<file path="src/rtl/wb_src_arb_pkg.sv">
// Shared constants for the six-way write-back source select path.
// Index constants match the select encoding used by the decoder and the write-back mux.
package wb_src_arb_pkg;

  localparam int NUM_SRC = 6;
  localparam int SEL_W   = 3;

  typedef logic [SEL_W-1:0] sel_t;

  localparam sel_t SEL_IDLE = 3'b111;
  localparam sel_t SRC_ALU  = 3'd0;
  localparam sel_t SRC_MEM  = 3'd1;
  localparam sel_t SRC_HI   = 3'd2;
  localparam sel_t SRC_LO   = 3'd3;
  localparam sel_t SRC_CP0  = 3'd4;
  localparam sel_t SRC_LINK = 3'd5;

  // Step to the next source index, wrapping LINK back to ALU.
  function automatic sel_t sel_inc(input sel_t sel);
    sel_t nxt;
    if (sel >= SRC_LINK) begin
      nxt = SRC_ALU;
    end else begin
      nxt = sel + 3'd1;
    end
    return nxt;
  endfunction

endpackage

</file>
<file path="src/rtl/rr_pick6.sv">
// Combinational rotating-priority encoder over six requesters.
// Searches upward from ptr (mod 6); an out-of-range ptr behaves as 0.
module rr_pick6
  import wb_src_arb_pkg::*;
(
  input  logic [NUM_SRC-1:0] req,
  input  logic [SEL_W-1:0]   ptr,
  output logic [NUM_SRC-1:0] gnt,
  output logic [SEL_W-1:0]   idx,
  output logic               any
);

  sel_t base_s;
  sel_t cand_s;
  logic found_s;
  logic hit_s;

  assign base_s = (ptr > SRC_LINK) ? SRC_ALU : ptr;

  // Walk the six candidates in priority order and keep the first hit.
  always_comb begin
    gnt     = '0;
    idx     = SEL_IDLE;
    found_s = 1'b0;
    hit_s   = 1'b0;
    cand_s  = base_s;
    for (int k = 0; k < NUM_SRC; k++) begin
      hit_s       = ~found_s & req[cand_s];
      gnt[cand_s] = gnt[cand_s] | hit_s;
      idx         = hit_s ? cand_s : idx;
      found_s     = found_s | hit_s;
      cand_s      = sel_inc(cand_s);
    end
  end

  assign any = found_s;

endmodule

</file>
<file path="src/rtl/wb_src_arbiter.sv">
// Round-robin arbiter and output register for the six-way write-back select path.
// Optional feature macro: WB_SRC_ARB_LOCK_EN adds the Lock input (winner keeps priority).
module wb_src_arbiter
  import wb_src_arb_pkg::*;
#(
  parameter int DATA_W  = 32,
  parameter int NUM_SRC = 6
) (
  input  logic              clk,
  input  logic              rst_n,
  input  logic [NUM_SRC-1:0] Req,
  input  logic [DATA_W-1:0] DataIn0,
  input  logic [DATA_W-1:0] DataIn1,
  input  logic [DATA_W-1:0] DataIn2,
  input  logic [DATA_W-1:0] DataIn3,
  input  logic [DATA_W-1:0] DataIn4,
  input  logic [DATA_W-1:0] DataIn5,
`ifdef WB_SRC_ARB_LOCK_EN
  input  logic [NUM_SRC-1:0] Lock,
`endif
  input  logic              Ready,
  output logic [NUM_SRC-1:0] Gnt,
  output logic [SEL_W-1:0]  Order,
  output logic [DATA_W-1:0] DataOut,
  output logic              Valid
);

  logic              valid_r;
  sel_t              order_r;
  sel_t              ptr_r;
  logic [DATA_W-1:0] data_r;

  logic [NUM_SRC-1:0] pick_gnt_s;
  sel_t               win_idx_s;
  sel_t               ptr_nxt_s;
  logic               pick_any_s;
  logic               free_s;
  logic               accept_s;
  logic               lock_hit_s;
  logic [DATA_W-1:0]  win_data_s;

  rr_pick6 u_pick (
    .req (Req),
    .ptr (ptr_r),
    .gnt (pick_gnt_s),
    .idx (win_idx_s),
    .any (pick_any_s)
  );

  assign free_s   = ~valid_r | Ready;
  // Reset gates the grant so no producer believes it was accepted during reset.
  assign accept_s = rst_n & free_s & pick_any_s;
  assign Gnt      = accept_s ? pick_gnt_s : {NUM_SRC{1'b0}};

  // Steer the winning source's data toward the output register.
  always_comb begin
    win_data_s = '0;
    case (win_idx_s)
      SRC_ALU:  win_data_s = DataIn0;
      SRC_MEM:  win_data_s = DataIn1;
      SRC_HI:   win_data_s = DataIn2;
      SRC_LO:   win_data_s = DataIn3;
      SRC_CP0:  win_data_s = DataIn4;
      SRC_LINK: win_data_s = DataIn5;
      default:  win_data_s = '0;
    endcase
  end

`ifdef WB_SRC_ARB_LOCK_EN
  assign lock_hit_s = |(Lock & pick_gnt_s);
`else
  assign lock_hit_s = 1'b0;
`endif

  assign ptr_nxt_s = lock_hit_s ? win_idx_s : sel_inc(win_idx_s);

  // Output register, occupancy flag and round-robin pointer.
  always_ff @(posedge clk) begin
    if (!rst_n) begin
      valid_r <= 1'b0;
      order_r <= SEL_IDLE;
      data_r  <= '0;
      ptr_r   <= SRC_ALU;
    end else if (accept_s) begin
      valid_r <= 1'b1;
      order_r <= win_idx_s;
      data_r  <= win_data_s;
      ptr_r   <= ptr_nxt_s;
    end else if (free_s) begin
      valid_r <= 1'b0;
      order_r <= SEL_IDLE;
    end else begin
      valid_r <= valid_r;
      order_r <= order_r;
      data_r  <= data_r;
      ptr_r   <= ptr_r;
    end
  end

  assign Valid   = valid_r;
  assign Order   = order_r;
  assign DataOut = data_r;

endmodule

</file>
<file path="config.mk">
export PLATFORM = sky130hd
export DESIGN_NAME = wb_src_arbiter
export DESIGN_NICKNAME = d
export VERILOG_FILES = /design/src/rtl/wb_src_arb_pkg.sv /design/src/rtl/rr_pick6.sv /design/src/rtl/wb_src_arbiter.sv
export SDC_FILE = /design/constraint.sdc
export NUM_CORES = 1
export LEC_CHECK = 0
export ABC_AREA = 1
export BUFFER_PORTS_ARGS = -buffer_cell sky130_fd_sc_hd__buf_2
export CAP_MARGIN = 20
export CORE_MARGIN = 2
export CORE_UTILIZATION = 40
export CTS_BUF_LIST = sky130_fd_sc_hd__clkbuf_2
export DETAILED_ROUTE_END_ITERATION = 8
export PLACE_DENSITY = 0.79
export SLEW_MARGIN = 0
export SYNTH_ARGS = -nofsm -noshare
export SYNTH_HDL_FRONTEND = slang
export SYNTH_SLANG_ARGS = --single-unit
</file>
<file path="constraint.sdc">
create_clock -name clk -period 5.8 [get_ports clk]
set_input_delay 0.87 -clock clk [delete_from_list [all_inputs] [get_ports clk]]
set_output_delay 0.87 -clock clk [all_outputs]
set_load 0.01 [all_outputs]
</file>
# --- Word level (Yosys, flattened, before mapping) ---
# Memories as Yosys holds them, arrays and structs flattened.
# Cells that the tools add are included.
totals:
  word_cells: 128
  input_bits: 201
  latch_bits: 0
  ff_bits: 39
  mem_bits_ro: 8
  n_memories: 1
  ram_bits: 0
  output_inout_bits: 42
op_classes:
  order_cmp: 19
  bitwise: 26
  eq_ne: 5
  multipliers: 0
  addsub: 6
  mux: 59
  div: 0
  n_reduce_logical: 8
  shifts: 0
memory_table:
  columns: ["name", "depth", "width", "rd", "rd_ports_with_merged_regs", "write_ports", "line_no", "rtl"]
  rows:
  - ["(no name shown)", 8, 1, 1, 0, 0, "rr_pick6.sv:29", "gnt[cand_s] = gnt[cand_s] | hit_s;"]
ops:
  columns: ["op", "n"]
  rows:
  - ["$pmux W32 S6", 1]
  - ["$mux W3", 15]
  - ["$bmux W1 S3", 11]
  - ["$bwmux W6", 5]
  - ["$lt A3 B4 Y1 const B", 6]
  - ["$mux W1", 20]
  - ["$add A3 B1 Y3 const B", 6]
  - ["$demux W1 S3", 6]
  - ["$ge A3 B1 Y1 const B", 6]
  - ["$ge A3 B3 Y1 const B", 6]
  - ["$or A1 B1 Y1", 12]
  - ["$and A1 B1 Y1", 7]
  - ["$and A6 B6 Y6", 1]
  - ["$eq A3 B2 Y1 const B", 2]
  - ["$eq A3 B3 Y1 const B", 2]
  - ["$logic_and A1 B1 Y1", 6]
  - ["$mux W6", 1]
  - ["$not A1 Y1", 6]
  - ["$eq A3 B1 Y1 const B", 1]
  - ["$gt A3 B3 Y1 const B", 1]
  - ["$logic_not A3 Y1", 1]
  - ["$reduce_bool A2 Y1", 1]

# --- Logic depth before layout (Yosys ltp) ---
logic_depth:
  depth_word: 28
  depth_mapped: 41
  ltp_nobuf: 39

# --- Hierarchy ---
# From an unflattened synthesis, not the netlist that was laid out.
hier_totals:
  hier_cells: 958
  area_unflattened_um2: 5033.6
by_module_without_submodules:
  columns: ["module", "area_each_um2", "seq_area_each_um2", "n_inst", "cells_per_inst"]
  rows:
  - ["wb_src_arbiter", 3309.4, 780.7, 1, 614]
  - ["rr_pick6", 1724.2, 0.0, 1, 344]

# --- Least setup slack after synthesis ---
# Ideal clock, no wire load.
synth_path:
  path_kind: "reg2out"
  start: "register ptr_r[1]"
  end: "output Gnt[5]"
  arrival_ps: 4788
  n_path_buf: 2
  t_required_ps: 4930
  slack_ps: 142
  stages_incl_launch_ff: 32
  path_cell_list: "dfxtp_1 > nand2_1 > nand2_2 > inv_2 > clkbuf_1 > ha_1 > nand2_1 > clkinv_1 > ha_1 > nand2_2 > inv_1 > ha_1 > xor2_2 > nor2_4 > nand2_1 > nand2_4 > inv_2 > ha_1 > nor2_1 > nand2_1 > nand2_2 > nand2_4 > nand2_1 > o21ai_1 > o21ai_1 > nand4_1 > nand2_2 > inv_2 > nand2_2 > nand3_4 > buf_2 > nor4_1"
synth_via:
  elab_chain_len: 28
  elab_cells_between_ends: 100
  classes_between: "add/sub (5); order compare (18); mux (47); bitwise (23); reduce/logical (6); memory (1)"
synth_rtl:
  columns: ["item", "line_no", "rtl"]
  rows:
  - ["from (decl)", "wb_src_arbiter.sv:30", "sel_t ptr_r;"]
  - ["from (signal assigned)", "wb_src_arbiter.sv:88", "ptr_r <= ptr_nxt_s;"]
  - ["from (signal assigned)", "wb_src_arbiter.sv:96", "ptr_r <= ptr_r;"]
  - ["$gt A3 B3 Y1", "rr_pick6.sv:18", "assign base_s = (ptr > SRC_LINK) ? SRC_ALU : ptr;"]
  - ["$mux W3 (*)", "rr_pick6.sv:18", null]
  - ["$lt A3 B4 Y1 (implied by the code) / $ge A3 B1 Y1 (equally long branches)", "rr_pick6.sv:29", null]
  - ["$logic_and A1 B1 Y1 (implied by the code)", "rr_pick6.sv:29", null]
  - ["$mux W1 (implied by the code)", "rr_pick6.sv:29", null]
  - ["$demux W1 S3", null, null]
  - ["$and A6 B6 Y6 (no source line)", null, null]
  - ["$bmux W1 S3", "rr_pick6.sv:29", null]
  - ["[12 not listed]", null, null]
  - ["$mux W1 (implied by the code)", "rr_pick6.sv:29", null]
  - ["$or A1 B1 Y1", "rr_pick6.sv:29", null]
  - ["$bwmux W6", "rr_pick6.sv:29", null]
  - ["$bmux W1 S3", "rr_pick6.sv:29", null]
  - ["$mux W1 (implied by the code)", "rr_pick6.sv:29", null]
  - ["$or A1 B1 Y1", "rr_pick6.sv:29", null]
  - ["$bwmux W6", "rr_pick6.sv:29", null]
  - ["$mux W6 (*)", "wb_src_arbiter.sv:53", "assign Gnt = accept_s ? pick_gnt_s : {NUM_SRC{1'b0}};"]
  - ["to (decl)", "wb_src_arbiter.sv:22", "output logic [NUM_SRC-1:0] Gnt,"]
# Every way passes the cells marked *; elsewhere a longest branch is shown, timed or not. The select of a mux whose other input is x is not followed.

# --- Final worst setup path ---
layout_path:
  start: "register ptr_r[2]"
  end: "output Gnt[5]"
# Same word-level chain as after synthesis.

==> results.toml <==
[status]
outcome = "completed"

[cells_and_area]
fin_area_sq_um = 6490
area_delta_synth_final_pct = 29.7
final_cells = 1341
fin_nets = 1382
drive_gt1_frac = 0.289

[timing]
fin_setup_tns_ns = 0
setup_violations = 0
min_period_ns = 5.45
hold_violations = 0
drv_slew = 0
fmax_mhz = 183
maxSlewHeadroom = 0.540
finalWorstSetupSlack_ns = 0.345
finClkSkew_ns = 0.00883
tightestPinTransition_ns = 0.691
timing.final.crit_share = 0.940

[placed_design]
placed_area_sq_um = 6270
hpwl_um = 14400
place_inst = 1320
io_buffers = 242
place.gp.congestion = 1.00
dp_worst_setup_slack_ns = -0.0655

[drt]
vias = 6922
wirelength_um = 18900
drcViolationCount = 0
viasPerCell = 5.16
wl_per_cell_um = 14.1
dr.pass1.iters = 6
drt_iter0_drc = 526
ant_nets = 0

[yosys]
synth_cells = 950
syn_nets = 1162
yosysUniqueCellTypes = 39
netlist_area_sq_um = 5010
ys_warn_count = 0
yosysSeqAreaShare = 0.156
yosys_register_bits = 39
syn_avg_cell_area_sq_um = 5.27

[setup_path]
crit_type = "flop to output pin"
required_ns = 4.93
critPathArrivalTime_ns = 4.58
cp-end-kind = "output pin"
startpoint_type = "flop"
critical-path-max-stage-delay_ns = 0.42
critPathMaxFanout = 8
crit_slowest_cell = "dfxtp_4"

[clock_tree]
ctsRootBufferMaster = "clkbuf_2"
numCtsBuffers = 5
cts_tree = "built"
holdBufCountCts = 0
path_clk_slew_ns = 0.19
cts-htree-levels = 2
clock_latency_ns = 0.38
cts_sinks = 39
clockBufferDepth = 2

[job]
maxCapViolCount = 0

[min_path]
min_path_type = "flop to flop"

[grt]
grt-ovfl-total = 0
grt_pass1_wl_um = 29500
grt_max_degree = 78
grt_pass1_vias = 6148
track_usage = 0.275
antenna_found_initial = 2

[floorplan]
die_x_um = 116
row_count = 40
core_area_sq_um = 12100
boundaryPins = 243
die_h_um = 116
start_util = 0.413
dieArea_sq_um = 13400
## synth_stat cells
library cell | instances | area [sq um]
nand2_1 | 342 | 1280
nand3_1 | 228 | 1140
inv_1 | 79 | 297
nor2_1 | 59 | 221
a21oi_1 | 43 | 215
dfxtp_1 | 39 | 781
clkbuf_1 | 21 | 78.8
buf_2 | 15 | 75.1
inv_2 | 14 | 52.6
ha_1 | 11 | 138
nand2_2 | 10 | 62.6
nor3_1 | 10 | 50.1
buf_1 | 6 | 22.5
buf_6 | 6 | 67.6
nor2_2 | 6 | 37.5
o21ai_0 | 6 | 30.0
o21ai_1 | 6 | 30.0
buf_4 | 5 | 37.5
nand2_4 | 5 | 56.3
nand4_1 | 5 | 31.3
o22ai_1 | 4 | 25.0
a31oi_1 | 3 | 18.8
nand3b_1 | 3 | 22.5
nor2_4 | 3 | 33.8
a21o_1 | 2 | 15.0
clkinv_1 | 2 | 7.51
nand3_2 | 2 | 20.0
o211ai_1 | 2 | 15.0
o221ai_1 | 2 | 17.5
o31ai_1 | 2 | 15.0
a21oi_4 | 1 | 16.3
a31oi_2 | 1 | 12.5
nand3_4 | 1 | 17.5
nor4_1 | 1 | 6.26
o2111ai_1 | 1 | 8.76
o221ai_2 | 1 | 15.0
or2_2 | 1 | 6.26
xnor2_1 | 1 | 8.76
xor2_2 | 1 | 16.3
## placed cells by master (no fill, tap or decap), types with 3 or more instances in the layout
master / instances
a21oi_1: 42
a31oi_1: 3
buf_2: 242
buf_4: 21
clkbuf_2: 7
dfxtp_1: 36
ha_1: 7
inv_1: 78
inv_2: 16
nand2_1: 338
nand2_2: 13
nand2_4: 7
nand3_1: 228
nand3_2: 3
nand3b_1: 3
nand4_1: 5
nor2_1: 56
nor2_2: 3
nor2_4: 9
nor3_1: 10
o21ai_0: 6
o21ai_1: 5
o22ai_1: 4
## worst paths after layout
| check | startpoint | endpoint | slack [ns] | cells after the start |
|---|---|---|---|---|
| max | ptr_r[2]$_SDFFE_PN0P_ | Gnt[5] | 0.35 | 30 |
| min | DataOut[8]$_SDFFE_PN0P_ | DataOut[8]$_SDFFE_PN0P_ | 0.48 | 2 |
| max reg2reg | ptr_r[2]$_SDFFE_PN0P_ | DataOut[5]$_SDFFE_PN0P_ | 0.57 | 35 |
| min reg2reg | DataOut[8]$_SDFFE_PN0P_ | DataOut[8]$_SDFFE_PN0P_ | 0.48 | 2 |
## routing by layer
metal | share of wire | GRT usage | wire length, um | vias to the layer above
li1 | - | - | - | 3510
met1 | 0.40 | 0.331 | 7480 | 3066
met2 | 0.50 | 0.485 | 9520 | 294
met3 | 0.063 | 0.0397 | 1180 | 50
met4 | 0.035 | 0.121 | 660 | 2
met5 | 0.00069 | 0 | 13 | -
## worst max-delay path, delay by kind of cell, from the launching register on
kind / cells / cell delay [ns]
simple gates: 17 / 1.98
flops: 1 / 0.42
fa+ha+maj: 4 / 0.90
xor+xnor: 1 / 0.20
buf+inv: 8 / 0.69
## cell families after synthesis
| family | Yosys count | synth area share |
|---|---|---|
| fa+ha+maj | 11 | 0.0275 |
| compound gates | 74 | 0.0867 |
| xor+xnor | 2 | 0.00500 |
| simple gates | 676 | 0.597 |
| flops | 39 | 0.156 |
| buf+inv | 148 | 0.127 |
## metrics by stage
step / hold slack [ns] / util
2_1_floorplan: 0.488 / -
3_3_place_gp: 0.449 / 0.517
3_5_place_dp: 0.453 / 0.517
4_1_cts: 0.476 / 0.527
5_1_grt: 0.495 / 0.536
6_report: 0.477 / 0.536
## state kept, by name, summed over array words and instances (netlist names)
name	flops
ptr_r	3
Order	3
Valid	1
DataOut	32
## timing repair
item,CTS,global route
pin swaps,2,8
setup buffers,4,5
endpoints found under the setup margin,7,39
gates resized for setup,11,15
gates cloned,2,0
## final cells by class
cell class	count	area, sq um
repair buffers	264	1390
clock inverters	1	5.00
clock buffers	7	35.0
inverters	95	357
flip-flops and latches	39	790
multi-input cells	765	3700
fillers	1319	5620
well taps	168	210
diodes	2	5.00
Power is not shown: default switching activity piles up to over one toggle a cycle in this logic, so the estimate is an artifact.
